==> src/rtl/clock_set_ctrl_if.sv <==
// Button/tick inputs and time/mode outputs of the clock time-set controller.
// master drives buttons and tick; slave (the controller) drives mode and time.
interface clock_set_ctrl_if;
    logic       btn_mode;
    logic       btn_inc;
    logic       tick_1hz;
    logic [1:0] mode;
    logic [4:0] hour;
    logic [5:0] min;
    logic [5:0] sec;

    modport master (
        output btn_mode, btn_inc, tick_1hz,
        input  mode, hour, min, sec
    );

    modport slave (
        input  btn_mode, btn_inc, tick_1hz,
        output mode, hour, min, sec
    );
endinterface

==> src/rtl/clock_set_ctrl.sv <==
// Clock time-set controller: RUN/SET_HOUR/SET_MIN FSM owning hour/min/sec; AUTO_REPEAT_EN adds inc hold-repeat.
// Latency: a button edge or tick shows on the registered outputs one cycle later.
// Backpressure: none; levels and tick pulses are consumed every cycle.
module clock_set_ctrl #(
    parameter int HOLD_CYCLES   = 25_000_000,
    parameter int REPEAT_CYCLES = 5_000_000,
    parameter int CNT_W         = 25
) (
    input  logic              cclk,
    input  logic              clr,
    clock_set_ctrl_if.slave   bus
);

    typedef enum logic [1:0] {
        RUN      = 2'b00,
        SET_HOUR = 2'b01,
        SET_MIN  = 2'b10,
        BAD      = 2'b11
    } state_t;

    if ($clog2(HOLD_CYCLES + 1) > CNT_W || $clog2(REPEAT_CYCLES + 1) > CNT_W) begin : g_cnt_w_check
        $error("CNT_W too narrow for HOLD_CYCLES/REPEAT_CYCLES");
    end

    state_t     state_q, state_d;
    logic [4:0] hour_q, hour_d;
    logic [5:0] min_q, min_d;
    logic [5:0] sec_q, sec_d;
    logic       mode_btn_q, mode_btn_d;
    logic       inc_btn_q, inc_btn_d;
    logic       mode_edge, inc_edge, inc_evt;

`ifdef AUTO_REPEAT_EN
    logic [CNT_W-1:0] cnt_q, cnt_d;
    logic             rep_q, rep_d;
    logic             rpt_fire;
`endif

    // Edge regs follow the buttons even during reset, so a level held through reset is not an edge.
    always_ff @(posedge cclk) begin
        if (clr) begin
            state_q    <= RUN;
            hour_q     <= '0;
            min_q      <= '0;
            sec_q      <= '0;
            mode_btn_q <= mode_btn_d;
            inc_btn_q  <= inc_btn_d;
`ifdef AUTO_REPEAT_EN
            cnt_q      <= '0;
            rep_q      <= 1'b0;
`endif
        end else begin
            state_q    <= state_d;
            hour_q     <= hour_d;
            min_q      <= min_d;
            sec_q      <= sec_d;
            mode_btn_q <= mode_btn_d;
            inc_btn_q  <= inc_btn_d;
`ifdef AUTO_REPEAT_EN
            cnt_q      <= cnt_d;
            rep_q      <= rep_d;
`endif
        end
    end

    always_comb begin
        mode_btn_d = bus.btn_mode;
        inc_btn_d  = bus.btn_inc;
        mode_edge  = bus.btn_mode & ~mode_btn_q;
        inc_edge   = bus.btn_inc & ~inc_btn_q;
    end

    always_comb begin
        state_d = state_q;
        case (state_q)
            RUN:      if (mode_edge) state_d = SET_HOUR;
            SET_HOUR: if (mode_edge) state_d = SET_MIN;
            SET_MIN:  if (mode_edge) state_d = RUN;
            default:  state_d = RUN;
        endcase
    end

`ifdef AUTO_REPEAT_EN
    // cnt_q == 0 means disarmed; only an inc edge in a SET state arms it.
    always_comb begin
        cnt_d    = '0;
        rep_d    = 1'b0;
        rpt_fire = 1'b0;
        if ((state_q == SET_HOUR || state_q == SET_MIN) && !mode_edge && bus.btn_inc) begin
            if (inc_edge) begin
                cnt_d = CNT_W'(1);
            end else if (cnt_q != '0) begin
                rpt_fire = rep_q ? (cnt_q == CNT_W'(REPEAT_CYCLES))
                                 : (cnt_q == CNT_W'(HOLD_CYCLES));
                if (rpt_fire) begin
                    cnt_d = CNT_W'(1);
                    rep_d = 1'b1;
                end else begin
                    cnt_d = cnt_q + CNT_W'(1);
                    rep_d = rep_q;
                end
            end
        end
        inc_evt = inc_edge | rpt_fire;
    end
`else
    always_comb inc_evt = inc_edge;
`endif

    always_comb begin
        hour_d = hour_q;
        min_d  = min_q;
        sec_d  = sec_q;
        case (state_q)
            RUN: begin
                if (bus.tick_1hz) begin
                    if (sec_q == 6'd59) begin
                        sec_d = '0;
                        if (min_q == 6'd59) begin
                            min_d  = '0;
                            hour_d = (hour_q == 5'd23) ? 5'd0 : hour_q + 5'd1;
                        end else begin
                            min_d = min_q + 6'd1;
                        end
                    end else begin
                        sec_d = sec_q + 6'd1;
                    end
                end
            end
            SET_HOUR: begin
                if (inc_evt && !mode_edge)
                    hour_d = (hour_q == 5'd23) ? 5'd0 : hour_q + 5'd1;
            end
            SET_MIN: begin
                if (mode_edge)
                    sec_d = '0;
                else if (inc_evt)
                    min_d = (min_q == 6'd59) ? 6'd0 : min_q + 6'd1;
            end
            default: ;
        endcase
    end

    always_comb begin
        bus.mode = state_q;
        bus.hour = hour_q;
        bus.min  = min_q;
        bus.sec  = sec_q;
    end

endmodule

==> src/flat_wrapper.sv <==
// flat-port wrapper written by rule: the top's interface ports become plain ports
module clock_set_ctrl_flat 
#(
    parameter int HOLD_CYCLES   = 25_000_000,
    parameter int REPEAT_CYCLES = 5_000_000,
    parameter int CNT_W         = 25
)
  (cclk, clr, bus_btn_mode, bus_btn_inc, bus_tick_1hz, bus_mode, bus_hour, bus_min, bus_sec);
  clock_set_ctrl_if bus_i ();
  input  logic cclk;
  input  logic clr;
  input wire logic [$bits(bus_i.btn_mode)-1:0] bus_btn_mode;
  input wire logic [$bits(bus_i.btn_inc)-1:0] bus_btn_inc;
  input wire logic [$bits(bus_i.tick_1hz)-1:0] bus_tick_1hz;
  output wire logic [$bits(bus_i.mode)-1:0] bus_mode;
  output wire logic [$bits(bus_i.hour)-1:0] bus_hour;
  output wire logic [$bits(bus_i.min)-1:0] bus_min;
  output wire logic [$bits(bus_i.sec)-1:0] bus_sec;
  assign bus_i.btn_mode = bus_btn_mode;
  assign bus_i.btn_inc = bus_btn_inc;
  assign bus_i.tick_1hz = bus_tick_1hz;
  assign bus_mode = bus_i.mode;
  assign bus_hour = bus_i.hour;
  assign bus_min = bus_i.min;
  assign bus_sec = bus_i.sec;
  clock_set_ctrl #(.HOLD_CYCLES(HOLD_CYCLES), .REPEAT_CYCLES(REPEAT_CYCLES), .CNT_W(CNT_W)) u_core (.cclk(cclk), .clr(clr), .bus(bus_i));
endmodule
==> config.mk <==
export PLATFORM = sky130hd
export DESIGN_NAME = clock_set_ctrl_flat
export DESIGN_NICKNAME = d
export VERILOG_FILES = /design/src/rtl/clock_set_ctrl_if.sv /design/src/rtl/clock_set_ctrl.sv /design/src/flat_wrapper.sv
export SDC_FILE = /design/constraint.sdc
export NUM_CORES = 1
export LEC_CHECK = 0
export BUFFER_PORTS_ARGS = -buffer_cell sky130_fd_sc_hd__clkbuf_2
export CAP_MARGIN = 20
export CORE_UTILIZATION = 45
export DETAILED_ROUTE_END_ITERATION = 8
export GPL_TIMING_DRIVEN = 0
export PLACE_DENSITY = 0.65
export SETUP_SLACK_MARGIN = 0.3
export SLEW_MARGIN = 20
export SYNTH_ARGS = -nofsm -noshare
export SYNTH_HDL_FRONTEND = slang
export SYNTH_SLANG_ARGS = --single-unit
==> constraint.sdc <==
create_clock -name cclk -period 2 [get_ports cclk]
set_clock_uncertainty 0.15 [all_clocks]
set_input_delay 0.4 -clock cclk [delete_from_list [all_inputs] [get_ports cclk]]
set_output_delay 0.4 -clock cclk [all_outputs]
set_load 0.05 [all_outputs]
Word-level counts from Yosys, hierarchy flattened:

Cells that the tools add are included.

* add/sub/neg operators: 3
* bitwise logic cells: 4
* shifts and indexed selects: 0
* muxes and demuxes: 20
* reductions and logical operators: 9
* divide/modulo/power cells: 0
* magnitude comparators: 0
* equality and inequality tests: 14
* multipliers: 0

Operators by type and width (number)
* $mux W6: 8
* $mux W5: 5
* $pmux W6 S2: 2
* $ne A2 B1 Y1 const B: 7
* $add A6 B1 Y6 const B: 2
* $eq A6 B6 Y1 const B: 2
* $pmux W5 S2: 1
* $reduce_and A5 Y1: 2
* $mux W2: 3
* $pmux W2 S3: 1
* $reduce_and A3 Y1: 2
* $add A5 B1 Y5 const B: 1
* $eq A5 B5 Y1 const B: 1
* $ne A2 B2 Y1 const B: 2
* $reduce_bool A2 Y1: 2
* $and A1 B1 Y1: 2
* $eq A2 B1 Y1 const B: 1
* $eq A2 B2 Y1 const B: 1
* $logic_not A2 Y1: 1
* $not A1 Y1: 2
* $logic_and A1 B1 Y1: 1
* $logic_not A1 Y1: 1

* bits of input ports: 5
* memory bits (read-only): 0
* output and inout bits: 19
* logic and storage cells: 56
* memory bits (writable): 0
* bits in latches: 0
* memories kept: 0
* flip-flop bits (word level): 21

Longest topological paths before layout:

Gate-level depths: netlist (run 1).

* depth in word-level cells: 6
* depth in mapped cells: 7
* depth with buffers taken out: 6

Worst setup path before layout (run 1):

Ideal clock, no wire load.

* path type: register to register
* start point: reg u_core.sec_q[0], in the netlist u_core.bus.sec[0]
* end point: reg u_core.hour_q[3], in the netlist u_core.bus.hour[3]
* library setup time: 0.070 ns
* path slack: -0.193 ns
* period minus slack after synthesis: 2.193 ns
* required time: 1.780 ns
* arrival: 1.973 ns
* path buffers: 0
* cell stages (with the launch flop): 7
* cells stage by stage: dfxtp_1 > ha_1 > nand3b_4 > nor4_4 > a21oi_2 > a2111o_1 > a21oi_1

* longest elaborated chain between the ends: 3

Ends and longest elaborated chain
* from (decl): RTL line clock_set_ctrl.sv:28 `logic [5:0] sec_q, sec_d;`
* from (signal assigned): RTL line clock_set_ctrl.sv:45 `sec_q <= '0;`
* from (signal assigned): RTL line clock_set_ctrl.sv:56 `sec_q <= sec_d;`
* $eq A6 B6 Y1: RTL line clock_set_ctrl.sv:117 `if (sec_q == 6'd59) begin`
* $ne A2 B1 Y1 (no line)
* $reduce_and A5 Y1 (no line)
* to (signal assigned): RTL line clock_set_ctrl.sv:54 `hour_q <= hour_d;`
* to (decl): RTL line clock_set_ctrl.sv:26 `logic [4:0] hour_q, hour_d;`

No other way between the ends.
A chain may end at the register's enable or synchronous reset.

Final worst setup path (run 1):

* start point: reg u_core.state_q[0], in the netlist u_core.bus.mode[0]
* end point: reg u_core.hour_q[1], in the netlist u_core.bus.hour[1]

* longest elaborated chain between the ends: 3
* elaborated cells between the ends (all ways): 9
* those cells by class: eq/ne (5); mux (1); reduce/logical (3)

Ends and longest elaborated chain
* from (decl): RTL line clock_set_ctrl.sv:25 `state_t state_q, state_d;`
* from (signal assigned): RTL line clock_set_ctrl.sv:53 `state_q <= state_d;`
* $eq A2 B1 Y1 / $logic_not A2 Y1 (equally long branches): RTL line clock_set_ctrl.sv:114 `case (state_q)`
* $ne A2 B1 Y1 (no line) (tied with other cells)
* $reduce_and A5 Y1 (no line)

Several ways; a longest one is shown, not always the timed one.

==> run metrics, run 1 <==
Post-synth ARST share=0%; Max Cap Viol=0; global-route wire length before repair=3960 µm; Worst EP arrival=1.80 ns; f_max=0.569 GHz; Avg Inst Size Synth=9.46 µm²; nets=158; flop and latch count out of synthesis=21; Clk Latency, worst-skew pair=0.30 ns; Comb pwr share=16.8%; Initial DRC Count=10; sequential fraction of the synthesis area=39.0%; row count=17; Flop pwr share=56.6%; R2R Setup Slk=0.24 ns; crit end category=register; Switching Power=0.000227 W; 1st-pass router iterations=4; Syn Inst Count=114; Worst EP required=2.04 ns; cts bufs inserted=3; unique cell type count in the Yosys netlist=40; Max transition margin=71.3%; Remaining DRCs=0; RSZ-0062 raised after global routing=true; Vias=1008; vias per cell=5.69; PwrDens=536 mW/mm²; Die X=51.0 µm; leak pwr=0.599 nW; CP Max Fanout=4; GRT Total Usage=20.1%; Synthesis Warnings=0; largest net degree at the start of global routing=13; Post-synth EDFFs=0; initial antenna violation count=0; Top FF cell, synth=dfxtp_1; hold buffer count at CTS=0; dpl hpwl=1690 µm; die footprint=0.00260 mm²; peak supply drop=0.408 mV; final setup TNS=0 ns; final worst path period share=87.9%; Worst-Margin Slew=0.429 ns; Int Power=0.000548 W; status=completed; H-tree levels=1; Slew Limit Fails=0; Synthesized Nets=122; # setup viols final=0; worst min path class=input port to register; Hold Vio Cnt, Final=0; Net Sw Frac=29.3%; CTS Root Cell=clkbuf_4; Die Ht=51.0 µm; port bufs=23; CTS max path bufs=2; filler cell count=202; core area=0.00223 mm²; antenna viol nets, final=0; clock period minus worst slack=1.76 ns; CTS tree=done; post-layout utilization of the core=64.7%; startpoint types=register; clock slew at reported path FFs=0.12 ns; RD Place Congestion=0.741; WL/cell=13.8 µm; area grow syn2layout=34.0%; CTS sink cnt=21; Crit Path Category=register to register; layout cells sized above 1=47.7%; GRT overflow=0; Post-Route WL=2450 µm; clock share of power=26.6%; # diodes=0; Starting Density=48.3%; Cell Area, Synth=0.00108 mm²; Ports=24; vias in the first global route=869
## per-layer routing
metal | GRT usage [%] | wire, µm
met1 | 24.2 | 1080
met2 | 35.7 | 1280
met3 | 2.98 | 79
met4 | 6.94 | 11
met5 | 0 | 0
## synthesized netlist by cell type, types with 2 or more instances
cell type / n / share of area (%)
a21oi_1: 9 / 4.2
a311oi_1: 2 / 1.6
a41oi_1: 2 / 1.6
dfxtp_1: 21 / 39
ha_1: 3 / 3.5
inv_1: 3 / 1.0
mux2i_1: 5 / 4.6
nand2_1: 9 / 3.1
nand2b_1: 4 / 2.3
nand3_1: 4 / 1.9
nand3b_1: 2 / 1.4
nand4_1: 3 / 1.7
nor2_1: 11 / 3.8
nor2b_1: 2 / 1.2
nor3_1: 2 / 0.93
o21ai_0: 4 / 1.9
or3_1: 2 / 1.2
xnor2_1: 2 / 1.6
xor2_1: 3 / 2.4
## state kept, by name, summed over array words and instances (netlist names)
signal,count
u_core.inc_btn_q,1
u_core.bus.min,6
u_core.bus.hour,5
u_core.bus.sec,6
u_core.mode_btn_q,1
u_core.bus.mode,2
## worst max-delay path: stages (launching register included)
cell,delay (ns)
dfxtp_4,0.37
nand4bb_4,0.23
nor4_4,0.38
buf_4,0.17
a21o_2,0.10
mux2i_1,0.18
nor2_1,0.06
## what timing repair did
item                                    4_1_cts  5_1_grt
endpoints found under the setup margin        5       11
pin swaps                                     1        2
resized for setup                             1        8
setup buffers                                 4        4
## layout by cell type (no fill, tap or decap), types with 2 or more instances in the layout
cell,n
mux2i_1,5
clkbuf_2,23
dfxtp_2,5
dfxtp_1,6
nor3_1,2
nor2_1,10
xnor2_1,2
nand2_1,9
a21oi_2,4
ha_4,2
xor2_1,3
nand2b_1,4
nand3_1,4
nand3b_1,2
clkbuf_4,3
inv_1,3
a311oi_1,2
nor2b_1,2
nand4_1,3
a21oi_1,5
dfxtp_4,10
buf_4,8
o21ai_0,4
## metrics by stage
| step | cells | instance area, µm² | worst slack [ns] | power (W) | hold slack (ns) |
|---|---|---|---|---|---|
| CTS | 173 | 1380 | 0.272 | 0.000778 | 0.0560 |
| finish | 177 | 1450 | 0.242 | 0.000775 | 0.0650 |
| detailed placement | 165 | 1320 | 0.184 | 0.000566 | 0.335 |
| global route | 177 | 1450 | 0.147 | 0.000809 | 0.0498 |
| floorplan | 114 | 1170 | 0.272 | 0.000536 | 0.278 |
| global placement | 165 | 1320 | 0.198 | 0.000563 | 0.320 |
## layout make-up
cell class	count	area, µm²	area share [%]
buffer	2	23.8	1.65
clock buffer	3	22.5	1.56
clock inverter	1	5.00	0.346
inverter	3	11.3	0.779
multi-input combinational	88	708	49.0
sequential	21	464	32.1
tap	28	35.0	2.42
timing repair buffer	31	175	12.1
## power groups by stage
stage / registers, W / clock network [W] / logic [W]
6_report: 0.000439 / 0.000206 / 0.000130
5_1_grt: 0.000441 / 0.000228 / 0.000140
4_1_cts: 0.000442 / 0.000218 / 0.000118
3_5_place_dp: 0.000454 / 0 / 0.000113
3_3_place_gp: 0.000453 / 0 / 0.000110
2_1_floorplan: 0.000487 / 0 / 0.0000492
## cells by family (layout without fill, tap and decap cells)
kind of cell / count (synthesis) / in the layout / share of synthesized area [%]
simple gates: 49 / 49 / 28.9
compound gates: 26 / 26 / 17.1
flops: 21 / 21 / 39.0
xor+xnor: 5 / 5 / 4.06
mux: 5 / 5 / 4.64
buf+inv: 5 / 40 / 2.90
fa+ha+maj: 3 / 3 / 3.48
## final timing paths
kind | startpoint | to | depth (start not counted)
max | u_core.bus.mode[0] | u_core.bus.hour[1] | 6
min | bus_btn_inc | u_core.inc_btn_q | 1
max reg2reg | u_core.bus.mode[0] | u_core.bus.hour[1] | 6
min reg2reg | u_core.bus.min[4] | u_core.bus.min[4] | 1
(Power assumes the default switching activity.)
==> run 2: changes to the inputs <==
==> constraint.sdc (replaced) <==
create_clock -name cclk -period 2 [get_ports cclk]
set_clock_uncertainty 0.15 [all_clocks]
set_input_delay 0.2 -clock cclk [delete_from_list [all_inputs] [get_ports cclk]]
set_output_delay 0.2 -clock cclk [all_outputs]
set_load 0.05 [all_outputs]
==> run metrics, run 2 (same netlist as run 1, synthesis figures left out) <==
Reg area=464 µm²; initial antenna violation count=0; antenna viol nets, final=0; cts bufs inserted=3; crit-path cells=nand4bb_4, nor4_4, buf_4, a21o_2, mux2i_1, nor2_1; Crit-path slowest cell=nor4_4; Initial DRC Count=8; Max transition margin=71.0%; Max stage delay on crit path=0.39 ns; crit-path leading delay family=simple AND/OR/NAND/NOR gates; final setup TNS=0 ns; startpoint types=register; Hold EP=u_core.bus.sec[1]; Slew Limit Fails=0; f_max=0.571 GHz; crit end category=register; Hold Vio Cnt, Final=0; worst min path class=input port to register; layout cells sized above 1=47.7%; largest net degree at the start of global routing=13; Worst EP required=2.04 ns; RSZ-0062 raised after global routing=true; port bufs=23; Starting Density=48.3%; nets=162; die footprint=0.00260 mm²; wire length on met1=1090 µm; row count=17; global-route wire length before repair=4000 µm; core area=0.00223 mm²; Die X=51.0 µm; # diodes=0; leak pwr=0.616 nW; Highest Signal Layer=met4; Ports=24; filler cell count=197; Die Ht=51.0 µm; # setup viols final=0; commonest cells after routing, fill and taps aside=clkbuf_2, nor2_1, dfxtp_4; hold path start=bus_tick_1hz; Worst-Margin Slew=0.434 ns; area grow syn2layout=37.7%; status=completed; Vias=1009; CTS Root Cell=clkbuf_4; dpl hpwl=1690 µm; CP Buf/Inv Count=1; 1st-pass router iterations=4; clock period minus worst slack=1.75 ns; Crit Path Category=register to register; Worst Hold Depth=3; metal3 WL=93 µm; Remaining DRCs=0; R2R Setup Slk=0.25 ns; post-layout utilization of the core=66.5%; most common cell after layout, fill and taps aside=clkbuf_2; final worst path period share=87.5%; CTS sink cnt=21; Placed Area=0.00132 mm²; GRT Total Usage=20.3%; Post-Route WL=2530 µm; Max Cap Viol=0; RD Place Congestion=0.741; PwrDens=528 mW/mm²; Multi-input gate area=711 µm²; routed wl met2=1330 µm; Clk Latency, worst-skew pair=0.30 ns; Worst EP arrival=1.79 ns; clock slew at reported path FFs=0.12 ns; reg2reg start=u_core.bus.mode[0]; design area=0.00149 mm²; vias per cell=5.57; CTS tree=done; reg2reg end=u_core.bus.hour[1]; peak supply drop=0.414 mV; H-tree levels=1; vias in the first global route=881; CTS max path bufs=2; reg2reg path depth=6; CP Max Fanout=2; GRT overflow=0; WL/cell=14.0 µm
[run 2: cell count changes in the layout (fill, tap and decap cells not counted), sizes merged]
cell | previous run | this run
buf | 9 | 10
dlygate4sd3 | 0 | 3
[run 2: per-stage QoR]
| step | setup WS, ns | instances | power, W | hold WS [ns] |
|---|---|---|---|---|
| 2_1_floorplan | 0.272 | 114 | 0.000536 | 0.0777 |
| 3_3_place_gp | 0.290 | 165 | 0.000563 | 0.170 |
| 3_5_place_dp | 0.282 | 165 | 0.000566 | 0.183 |
| 4_1_cts | 0.283 | 177 | 0.000785 | 0.0185 |
| 5_1_grt | 0.161 | 181 | 0.000815 | 0.0446 |
| 6_report | 0.249 | 181 | 0.000784 | 0.0297 |
[run 2: worst max path at each step]
stage | end | slack [ns] | cells past startpoint | from
5_1_grt | u_core.bus.hour[1] | 0.16 | 6 | u_core.bus.mode[0]
6_report | u_core.bus.hour[1] | 0.25 | 6 | u_core.bus.mode[0]
3_3_place_gp | u_core.bus.hour[3] | 0.29 | 5 | u_core.bus.mode[0]
4_1_cts | u_core.bus.hour[3] | 0.28 | 5 | u_core.bus.mode[0]
2_1_floorplan | u_core.bus.hour[3] | 0.27 | 6 | u_core.bus.min[0]
3_5_place_dp | u_core.bus.hour[3] | 0.28 | 5 | u_core.bus.mode[0]
[run 2: final cells by class]
type | instances | share of cell area [%]
tap | 28 | 2.36
clock inverter | 1 | 0.337
buffer | 2 | 1.60
timing repair buffer | 35 | 14.3
clock buffer | 3 | 1.52
sequential | 21 | 31.3
inverter | 3 | 0.758
multi-input combinational | 88 | 47.9
[run 2: worst register-to-register path, stage by stage, from the launching register on]
cell and delay [ns]:
dfxtp_4 0.37, nand4bb_4 0.23, nor4_4 0.39, buf_4 0.17, a21o_2 0.10, mux2i_1 0.18
nor2_1 0.06
[run 2: timing repair]
item                       4_1_cts  5_1_grt
hold buffers                     3        0
pin swaps                        1        2
buffers inserted                 5        4
setup endpoints to repair        5       11
hold endpoints to repair         5        0
gates resized for setup          1        9
[run 2: power breakdown]
part | leakage [nW] | internal [W] | switching (W)
registers | 0.180 | 0.000424 | 0.0000137
clock network | 0.0177 | 0.0000745 | 0.000133
logic | 0.418 | 0.0000553 | 0.0000837
[run 2: layer usage]
metal / vias to the layer above / global-route usage [%]
met5: - / 0
met4: 0 / 6.94
met3: 2 / 2.98
met2: 23 / 36.4
met1: 479 / 24.2
li1: 505 / -
